**config.mk**
```make
export PLATFORM = sky130hd
export DESIGN_NAME = prj_gameplay_top
export DESIGN_NICKNAME = d
export VERILOG_FILES = /design/src/rtl/vga_pkg.sv /design/src/rtl/vga_timing.sv /design/src/rtl/prj_gameplay_top.sv
export SDC_FILE = /design/constraint.sdc
export NUM_CORES = 1
export LEC_CHECK = 0
export CAP_MARGIN = 20
export CORE_MARGIN = 2
export CORE_UTILIZATION = 29
export CTS_BUF_LIST = sky130_fd_sc_hd__clkbuf_4
export DETAILED_ROUTE_END_ITERATION = 16
export GPL_ROUTABILITY_DRIVEN = 0
export SETUP_SLACK_MARGIN = 0.05
export SLEW_MARGIN = 5
export SYNTH_ARGS = -nofsm -noshare
export SYNTH_HDL_FRONTEND = slang
export SYNTH_SLANG_ARGS = --single-unit
export TNS_END_PERCENT = 10
```
**constraint.sdc**
```tcl
create_clock -name clk -period 4.3 [get_ports clk]
set_input_delay 0.86 -clock clk [delete_from_list [all_inputs] [get_ports clk]]
set_output_delay 0.86 -clock clk [all_outputs]
set_load 0.01 [all_outputs]
```
**src/rtl/vga_pkg.sv**
```systemverilog
// Shared timing constants, key codes, FSM states and colours for the VGA game.
package vga_pkg;

  localparam logic [10:0] HOR_TOTAL   = 11'd1344;
  localparam logic [10:0] HOR_ACTIVE  = 11'd1024;
  localparam logic [10:0] HSYNC_START = 11'd1048;
  localparam logic [10:0] HSYNC_STOP  = 11'd1184;
  localparam logic [10:0] VER_TOTAL   = 11'd806;
  localparam logic [10:0] VER_ACTIVE  = 11'd768;
  localparam logic [10:0] VSYNC_START = 11'd771;
  localparam logic [10:0] VSYNC_STOP  = 11'd777;

  localparam logic [3:0] key_none  = 4'h0;
  localparam logic [3:0] key_1     = 4'h1;
  localparam logic [3:0] key_2     = 4'h2;
  localparam logic [3:0] key_3     = 4'h3;
  localparam logic [3:0] key_left  = 4'h4;
  localparam logic [3:0] key_right = 4'h5;
  localparam logic [3:0] key_esc   = 4'hF;

  typedef enum logic {MENU, PLAY} state_e;

  typedef struct packed {
    logic [3:0] r;
    logic [3:0] g;
    logic [3:0] b;
  } rgb_t;

  localparam rgb_t C_BLACK  = '{4'h0, 4'h0, 4'h0};
  localparam rgb_t C_WHITE  = '{4'hF, 4'hF, 4'hF};
  localparam rgb_t C_GREY   = '{4'h8, 4'h8, 4'h8};
  localparam rgb_t C_DKBLUE = '{4'h0, 4'h0, 4'h4};
  localparam rgb_t C_YELLOW = '{4'hF, 4'hF, 4'h0};
  localparam rgb_t C_RED    = '{4'hF, 4'h0, 4'h0};
  localparam rgb_t C_GREEN  = '{4'h0, 4'h8, 4'h0};

  // Half-open span test [lo, lo+len) on 11-bit screen coordinates.
  function automatic logic in_span(input logic [10:0] v, input logic [10:0] lo,
                                   input logic [10:0] len);
    return (v >= lo) && (v < lo + len);
  endfunction

endpackage

```
**src/rtl/vga_timing.sv**
```systemverilog
// 1024x768 frame counters with combinational sync/blank decode of the current position.
module vga_timing
  import vga_pkg::*;
(
  input  logic        clk,
  input  logic        rst,
  output logic [10:0] hcount,
  output logic [10:0] vcount,
  output logic        hsync,
  output logic        vsync,
  output logic        blank
);

  logic [10:0] hcount_q, hcount_d;
  logic [10:0] vcount_q, vcount_d;

  always_comb begin
    hcount_d = hcount_q + 11'd1;
    vcount_d = vcount_q;
    if (hcount_q == HOR_TOTAL - 11'd1) begin
      hcount_d = '0;
      vcount_d = (vcount_q == VER_TOTAL - 11'd1) ? '0 : vcount_q + 11'd1;
    end
  end

  always_ff @(posedge clk or posedge rst) begin
    if (rst) begin
      hcount_q <= '0;
      vcount_q <= '0;
    end else begin
      hcount_q <= hcount_d;
      vcount_q <= vcount_d;
    end
  end

  assign hcount = hcount_q;
  assign vcount = vcount_q;
  assign hsync  = (hcount_q >= HSYNC_START) && (hcount_q < HSYNC_STOP);
  assign vsync  = (vcount_q >= VSYNC_START) && (vcount_q < VSYNC_STOP);
  assign blank  = (hcount_q >= HOR_ACTIVE) || (vcount_q >= VER_ACTIVE);

endmodule

```
**src/rtl/prj_gameplay_top.sv**
```systemverilog
// Game top: MENU/PLAY state machine, per-frame player motion and the registered draw stage.
module prj_gameplay_top
  import vga_pkg::*;
#(
  parameter int PLAYER_SIZE = 32,
  parameter int STEP_UNIT   = 4
) (
  input  logic       clk,
  input  logic       rst,
  input  logic [3:0] key,
  output logic       vs,
  output logic       hs,
  output logic [3:0] r,
  output logic [3:0] g,
  output logic [3:0] b
);

  localparam logic [10:0]        PSIZE    = 11'(PLAYER_SIZE);
  localparam logic [10:0]        X_START  = 11'd496;
  localparam logic [10:0]        PLAYER_Y = 11'd700;
  localparam logic [10:0]        GROUND_Y = 11'd732;
  localparam logic signed [11:0] X_MAX    = 12'(int'(HOR_ACTIVE) - PLAYER_SIZE);
  localparam logic signed [11:0] STEP     = 12'(STEP_UNIT);

  logic [10:0] hcount, vcount;
  logic        hsync, vsync, blank;

  vga_timing u_timing (
    .clk    (clk),
    .rst    (rst),
    .hcount (hcount),
    .vcount (vcount),
    .hsync  (hsync),
    .vsync  (vsync),
    .blank  (blank)
  );

  logic [3:0]  key_q;
  state_e      state_q, state_d;
  logic [1:0]  level_q, level_d;
  logic [10:0] x_q, x_d;
  logic        hs_q, hs_d, vs_q, vs_d;
  rgb_t        rgb_q, rgb_d;

  logic               frame_tick;
  logic signed [11:0] step_s, x_moved;

  assign frame_tick = (hcount == 11'd0) && (vcount == VER_ACTIVE);

  // Signed 12-bit so a left step from near 0 goes negative instead of wrapping.
  always_comb begin
    step_s  = STEP * $signed({10'd0, level_q});
    x_moved = $signed({1'b0, x_q});
    if (key_q == key_left)       x_moved = x_moved - step_s;
    else if (key_q == key_right) x_moved = x_moved + step_s;
    if (x_moved < 12'sd0)        x_moved = 12'sd0;
    else if (x_moved > X_MAX)    x_moved = X_MAX;
  end

  always_comb begin
    state_d = state_q;
    level_d = level_q;
    x_d     = x_q;
    if (state_q == PLAY && frame_tick) x_d = x_moved[10:0];
    case (state_q)
      MENU: begin
        if (key_q == key_1 || key_q == key_2 || key_q == key_3) begin
          state_d = PLAY;
          level_d = key_q[1:0];
          x_d     = X_START;
        end
      end
      default: ;
    endcase
    if (key_q == key_esc) state_d = MENU;
  end

  // Later assignments win, so each screen is painted back-to-front.
  always_comb begin
    rgb_d = C_BLACK;
    if (state_q == MENU) begin
      rgb_d = C_DKBLUE;
      for (int i = 0; i < 3; i++) begin
        if (in_span(hcount, 11'(162 + 250 * i), 11'd200) && in_span(vcount, 11'd334, 11'd100))
          rgb_d = (level_q == 2'(i + 1)) ? C_WHITE : C_GREY;
      end
    end else begin
      if (vcount >= GROUND_Y) rgb_d = C_GREEN;
      for (int i = 0; i < 3; i++) begin
        if (2'(i) < level_q && in_span(hcount, 11'(16 + 24 * i), 11'd16)
            && in_span(vcount, 11'd16, 11'd16))
          rgb_d = C_RED;
      end
      if (in_span(hcount, x_q, PSIZE) && in_span(vcount, PLAYER_Y, PSIZE)) rgb_d = C_YELLOW;
    end
    if (blank) rgb_d = C_BLACK;
    hs_d = hsync;
    vs_d = vsync;
  end

  always_ff @(posedge clk or posedge rst) begin
    if (rst) begin
      key_q   <= key_none;
      state_q <= MENU;
      level_q <= 2'd1;
      x_q     <= X_START;
      hs_q    <= 1'b0;
      vs_q    <= 1'b0;
      rgb_q   <= C_BLACK;
    end else begin
      key_q   <= key;
      state_q <= state_d;
      level_q <= level_d;
      x_q     <= x_d;
      hs_q    <= hs_d;
      vs_q    <= vs_d;
      rgb_q   <= rgb_d;
    end
  end

  assign hs = hs_q;
  assign vs = vs_q;
  assign r  = rgb_q.r;
  assign g  = rgb_q.g;
  assign b  = rgb_q.b;

endmodule

```
==> results of run 1 <==
==> worst max-delay path, cell delays in order, from the launching register on <==
cell,delay (ps)
dfstp_2,670
nand4_1,160
nor2_1,150
xnor2_1,100
ha_1,200
or4_1,470
a211oi_1,200
o2111ai_1,150
a311oi_1,490
o21ai_0,160
a21oi_1,150
==> synth_stat cells, types with 4 or more instances <==
library cell	count	share of area, %
and3_1	8	1.4
nand2b_1	6	1.0
nand4_1	5	0.85
dfstp_2	6	4.3
o211ai_1	6	1.2
or3_1	4	0.68
nor3_1	13	1.8
dfrtp_1	43	29
clkbuf_1	17	1.7
o31ai_1	4	0.82
a211oi_1	6	1.2
ha_1	29	9.9
nand2_1	33	3.4
buf_4	5	1.0
buf_2	4	0.54
a21oi_1	23	3.1
o21ai_0	33	4.5
xnor2_1	14	3.3
nand3_1	13	1.8
a31oi_1	6	1.0
nor3b_1	4	0.82
nor2b_1	8	1.4
nor2_1	40	4.1
inv_1	25	2.6
==> kinds of logic (layout without fill, tap and decap cells) <==
kind of cell / after synthesis / in the layout / synth area share, %
buffers and inverters: 53 / 55 / 6.463
AOI/OAI and AO/OA: 112 / 112 / 20.03
adders and majority gates: 31 / 31 / 10.95
muxes: 5 / 5 / 1.564
xor gates and xnor gates: 18 / 18 / 4.490
DFF: 49 / 49 / 33.54
and+or+nand+nor: 159 / 159 / 22.96
==> power groups by stage <==
stage	sequential, mW	clock [mW]	combinational (mW)
after floorplan	0.505	0	0.0826
after global placement	0.514	0	0.114
after detailed placement	0.515	0	0.114
after CTS	0.507	0.236	0.115
after global routing	0.511	0.251	0.134
final	0.507	0.224	0.116
==> registers in the layout, summed over array words and instances (netlist names), 2 cells and up <==
signal           count
u_timing.vcount     11
x_q                 11
level_q              2
g                    2
key_q                4
b                    3
r                    2
u_timing.hcount     11
==> path summary, 6_finish.rpt <==
path                                           endpoint                    startpoint  slack (ps)  depth (start not counted)
max                                      r[2]$_DFF_PP0_              x_q[7]$_DFF_PP1_        1360                         10
min                        u_timing.hcount[0]$_DFF_PP0_  u_timing.hcount[0]$_DFF_PP0_         500                          1
max reg2reg                              r[2]$_DFF_PP0_              x_q[7]$_DFF_PP1_        1360                         10
min reg2reg                u_timing.hcount[0]$_DFF_PP0_  u_timing.hcount[0]$_DFF_PP0_         500                          1
max in group asynchronous              x_q[7]$_DFF_PP1_                           rst        3040                          3
min in group asynchronous            key_q[1]$_DFF_PP0_                           rst         710                          2
==> stage by stage <==
step | util [%] | hold WS (ps) | cell area (um^2) | setup WS, ps
6_report | 32.20 | 501.0 | 4030 | 1355
5_1_grt | 32.20 | 534.8 | 4030 | 1051
4_1_cts | 32.04 | 498.6 | 4010 | 1382
3_5_place_dp | 31.60 | 478.3 | 3955 | 1457
3_3_place_gp | 31.60 | 471.0 | 3955 | 1493
2_1_floorplan | - | 447.3 | 3679 | 1625
==> metal layers <==
metal	wire length [um]	track usage, %
met1	4437	20.19
met5	0	0
met3	504	3.010
met2	3986	21.05
met4	142	3.843
==> layout make-up <==
| type | count | share of cell area (%) |
|---|---|---|
| clock buffers | 5 | 0.9314 |
| clock inverters | 3 | 0.4346 |
| inverters | 25 | 2.328 |
| multi-input cells | 325 | 54.77 |
| flip-flops and latches | 49 | 30.61 |
| well taps | 172 | 5.340 |
| repair buffers | 22 | 5.588 |
==> summary.md, run 1 <==
| Metric | Value |
|---|---|
| Status | complete, no violations |
| Post-synth cell types | 68 |
| Ys Warns | 0 |
| Initial DRC count | about 150 |
| Final Non-Filler Cells | ~600 |
| Comb power frac | between 10% and 20% |
| Register bit count reported by yosys | 49 |
| CTS tree | done |
| Resized Gates After CTS | 0 |
| DP Cell Count | 592 |
| Vias in the first global route | 3,007 |
| Clock Sink Count | ~50 |
| Drc violations | 0 |
| Starting Density | about 29% |
| Initial antenna violation count | 0 |
| Sequential power share | approximately three fifths |
| Final #Nets | 465 |
| Slew Viols, Final | 0 |
| Req. time, crit path | about 4600 ps |
| Fill cells | 1,335 |
| Wirelength per Cell | between 15 and 20 um |
| Psw | ~0.25 mW |
| Boundary Pins | 20 |
| Hold Violations, Final | 0 |
| Data arrival, critical path | between 3000 and 4000 ps |
| Max clock buf depth | 2 |
| CTS root buf | clkbuf_4 |
| Clk_skew | approximately 13 ps |
| Routed vias/inst | between 5 and 6 |
| Antenna Cells | 0 |
| FF/Latch Area | between 1000 and 1500 um^2 |
| Cell Int Power | 0.5958 mW |
| Pwr Density | 210.1 nW/um^2 |
| Final TNS setup | 0 ps |
| Async SR Flop Fraction | 100.0% |
| Worst-skew pair later-pin latency | ~400 ps |
| CTS Hold Buffers Added | 0 |
| Routed Antenna Nets | 0 |
| WL final | between 9000 and 10,000 um |
| Slew headroom | between 50% and 60% |
| Commonest cells after routing, fill and taps aside | 43 x dfrtp_1, 40 x nor2_1, 33 x nand2_1, 33 x o21ai_0, 29 x ha_1 |
| Critical path startpoint category | register |
| Worst-margin pin slew | ~670 ps |
| Post-synth top flop | dfrtp_1 |
| First-pass GRT wire length | about 15,000 um |
| Commonest non-fill, non-tap cell in the layout | dfrtp_1 |
| Clk slew on worst S/H paths | about 150 ps |
| Max-cap violation count | 0 |
| Die footprint | between 10,000 and 15,000 um^2 |
| Gr usage total | 13.97% |
| Die W | between 100 and 150 um |
| Post-CTS Setup Inserts | 0 |
| FMAX | approximately 0.34 GHz |
| Area Overhead vs Synth | 9.558% |
| Pwr Total | roughly 0.85 mW |
| Total grt overflow | 0 |
| Synthesized cell area | 3679 um^2 |
| Clock share of power | between 20% and 30% |
| Cell Rows | 41 |
| Syn Inst Count | 427 |
| Placeable Area | 12,520 um^2 |
| Post-synth EDFFs | 0 |
| Crit share post-route | between 60% and 70% |
| Multi-input gate area | 2207 um^2 |
| Crit. End Element | register |
| Switch share | between 20 and 30% |
| Leakage power | around 1.7 nW |
| Worst vdd ir | 91.91 uV |
| Layout cells sized above 1 | under 10% |
| Critical path class | register to register |
| Crit-path max FO | 10 |
| Post-DP HPWL | about 6700 um |
| Unrepaired setup endpoints after global routing | false |
| Hold Path Class | register to register |
| Sequential share of the synthesized area | about 34% |
| Routed vias | 3,093 |
| Htree depth | 2 |
| Die Height | around 120 um |
| Mean post-synth cell area | 8.615 um^2 |
| Final setup violation count | 0 |
| Min cycle time layout | just under 3000 ps |
| Pin count of the biggest net entering global routing | 50 |
| Port Buffers | 19 |
| Detailed Routing Iterations Pass 1 | 4 |
| CTS buffer count | 5 |
| Post-Synthesis Net Count | 464 |
(Power assumes the default switching activity.)
==> run 2: changes to the inputs <==
==> constraint.sdc (replaced) <==
create_clock -name clk -period 3 [get_ports clk]
set_input_delay 0.6 -clock clk [delete_from_list [all_inputs] [get_ports clk]]
set_output_delay 0.6 -clock clk [all_outputs]
set_load 0.01 [all_outputs]
==> run 2 against run 1 <==
Against the previous run: non-clock buffer count rose by 9; final cell count grew 1.5%; clock-buffer cell count increased by 1; first-iteration DRC count grew 110%; clock skew grew 3.5 ps; worst hold slack lost 69 ps.
==> summary.md, run 2 (synthesized netlist as in run 1, its figures left out) <==
| Metric | Value |
|---|---|
| Pin count of the biggest net entering global routing | 43 (-14%) |
| Htree depth | 2 (unchanged) |
| Critical path startpoint category | register |
| Req. time, crit path | 3310 ps (-1310 ps) |
| Fill cells | 1,328 (-0.52%) |
| Placeable Area | 12,520 um^2 (unchanged) |
| CTS buffer count | 5 (unchanged) |
| Leakage power | 1.784 nW (+3.5%) |
| Final TNS setup | 0 ps (unchanged) |
| R2R Path Start | level_q[0]$_DFFE_PP1P_ |
| Wirelength per Cell | 15.50 um (+2.7%) |
| Post-DP HPWL | 6966 um (+4.2%) |
| Vias in the first global route | 3,101 (+3.1%) |
| Detailed Routing Iterations Pass 1 | 5 (+1) |
| Worst-margin pin slew | 635.8 ps (-35.65 ps) |
| Placed cell areas | 4043 um^2 (+2.2%) |
| Post-route cell area | 4136 um^2 (+2.6%) |
| WL final | 9458 um (+4.3%) |
| Crit share post-route | 94.51% (+26 points) |
| Crit Reg-Reg Endpoint | x_q[3]$_DFF_PP0_ |
| First-pass GRT wire length | 15,600 um (+3.0%) |
| Pwr Density | 319.8 nW/um^2 (+52%) |
| Unrepaired setup endpoints after global routing | true |
| Commonest cells after routing, fill and taps aside | 43 x dfrtp_1, 40 x nor2_1, 33 x nand2_1, 33 x o21ai_0, 29 x ha_1 |
| Die Height | 116.6 um (unchanged) |
| Routed Antenna Nets | 0 (unchanged) |
| R2R depth | 9 (-1) |
| Worst-skew pair later-pin latency | 390 ps (about the same) |
| FF/Latch Area | 1234 um^2 (unchanged) |
| CTS tree | done |
| Clk slew on worst S/H paths | 150 ps (about the same) |
| Data arrival, critical path | 3150 ps (-120 ps) |
| Gr usage total | 14.30% (+0.34 points) |
| Routed vias | 3,242 (+4.8%) |
| Crit-path max FO | 9 (-1) |
| Drc violations | 0 (unchanged) |
| Multi-input gate area | 2221 um^2 (+0.62%) |
| Slew Viols, Final | 0 (unchanged) |
| Post-CTS Setup Inserts | 0 (unchanged) |
| Min cycle time layout | 2835 ps (-109.7 ps) |
| Worst vdd ir | 123.4 uV (+34%) |
| Initial DRC count | 316 (+110%) |
| Crit. End Element | register |
| Clock Sink Count | 49 (unchanged) |
| Area Overhead vs Synth | 12.45% |
| Clk_skew | 16.70 ps (+3.526 ps) |
| Reg2Reg Setup Slack | 160 ps (-1190 ps) |
| Total grt overflow | 0 (unchanged) |
| Routed vias/inst | 5.315 (+3.3%) |
| Die footprint | 13,600 um^2 (unchanged) |
| Hold Path Class | primary input to async pin |
| Cell Rows | 41 (unchanged) |
| Critical path class | register to register |
| Max clock buf depth | 2 (unchanged) |
| Commonest non-fill, non-tap cell in the layout | dfrtp_1 |
| Die W | 116.6 um (unchanged) |
| Max-cap violation count | 0 (unchanged) |
| Boundary Pins | 20 (unchanged) |
| FMAX | 0.3527 GHz (+3.9%) |
| Layout cells sized above 1 | 10.05% (+2.6 points) |
| Port Buffers | 19 (unchanged) |
| Antenna Cells | 0 (unchanged) |
| Status | complete, no violations |
| WHS | 431.8 ps (-69.27 ps) |
| Slew headroom | 57.25% (+2.4 points) |
| Hold Violations, Final | 0 (unchanged) |
| Final setup violation count | 0 (unchanged) |
| Final #Nets | 474 (+1.9%) |
| Starting Density | 29.39% (unchanged) |
| Initial antenna violation count | 0 (unchanged) |
| CTS Hold Buffers Added | 0 (unchanged) |
| CTS root buf | clkbuf_4 |
-- run 2: cell count changes in the layout (fill, tap and decap cells not counted), sizes merged --
| cell | delta |
|---|---|
| buf | +9 |
| bufinv | +1 |
| clkbuf | +1 |
| clkinv | -2 |
-- run 2: through the flow --
stage | power (mW) | util [%] | setup WS [ps] | cells
6_report | 1.323 | 33.05 | 164.7 | 610
3_3_place_gp | 0.9155 | 32.30 | 261.7 | 602
2_1_floorplan | 0.8425 | - | 324.8 | 427
5_1_grt | 1.391 | 33.05 | 8.227 | 610
3_5_place_dp | 0.9196 | 32.30 | 163.1 | 602
4_1_cts | 1.333 | 32.94 | 134.7 | 610
-- run 2: repair_timing --
item / CTS / global route
gates resized for setup: 0 / 3
endpoints found under the hold margin: 0 / 0
setup endpoints to repair: 0 / 9
-- run 2: cell type report --
type,instances,area share (%)
Clock buffer,6,1.089
Clock inverter,2,0.8469
Inverter,25,2.269
Multi-Input combinational cell,325,53.69
Sequential cell,49,29.82
Tap cell,172,5.203
Timing Repair Buffer,31,7.078
-- run 2: how the worst max path moves through the flow --
stage                                      start                to  slack (ps)  cells past startpoint
after global routing      level_q[0]$_DFFE_PP1P_  x_q[3]$_DFF_PP0_           8                      9
after CTS                 level_q[0]$_DFFE_PP1P_  x_q[1]$_DFF_PP0_         130                      9
after detailed placement  level_q[0]$_DFFE_PP1P_  x_q[1]$_DFF_PP0_         160                      9
final                     level_q[0]$_DFFE_PP1P_  x_q[3]$_DFF_PP0_         160                      9
after global placement          x_q[6]$_DFF_PP1_    r[2]$_DFF_PP0_         260                     10
after floorplan                 x_q[8]$_DFF_PP1_    r[2]$_DFF_PP0_         320                     11
-- run 2: layer usage --
layer / routed length [um] / up-vias / global-route usage, %
li1: - / 1558 / -
met1: 4571 / 1579 / 20.55
met2: 4285 / 94 / 22.40
met3: 496 / 11 / 2.595
met4: 106 / 0 / 3.294
met5: 0 / - / 0
-- run 2: critical path: stages (launching register included) --
cell and delay, ps:
dfstp_2 640, ha_1 220, fa_1 190, or3b_2 470
nor4_2 240, a31oi_1 150, xnor2_1 160, o2111a_1 170
or3_4 370, o22ai_2 170
-- run 2: where the power goes --
group / switching [mW] / internal (mW)
Clock: 0.230 / 0.184
Combinational: 0.115 / 0.0877
Sequential: 0.0202 / 0.686
Total: 0.365 / 0.958
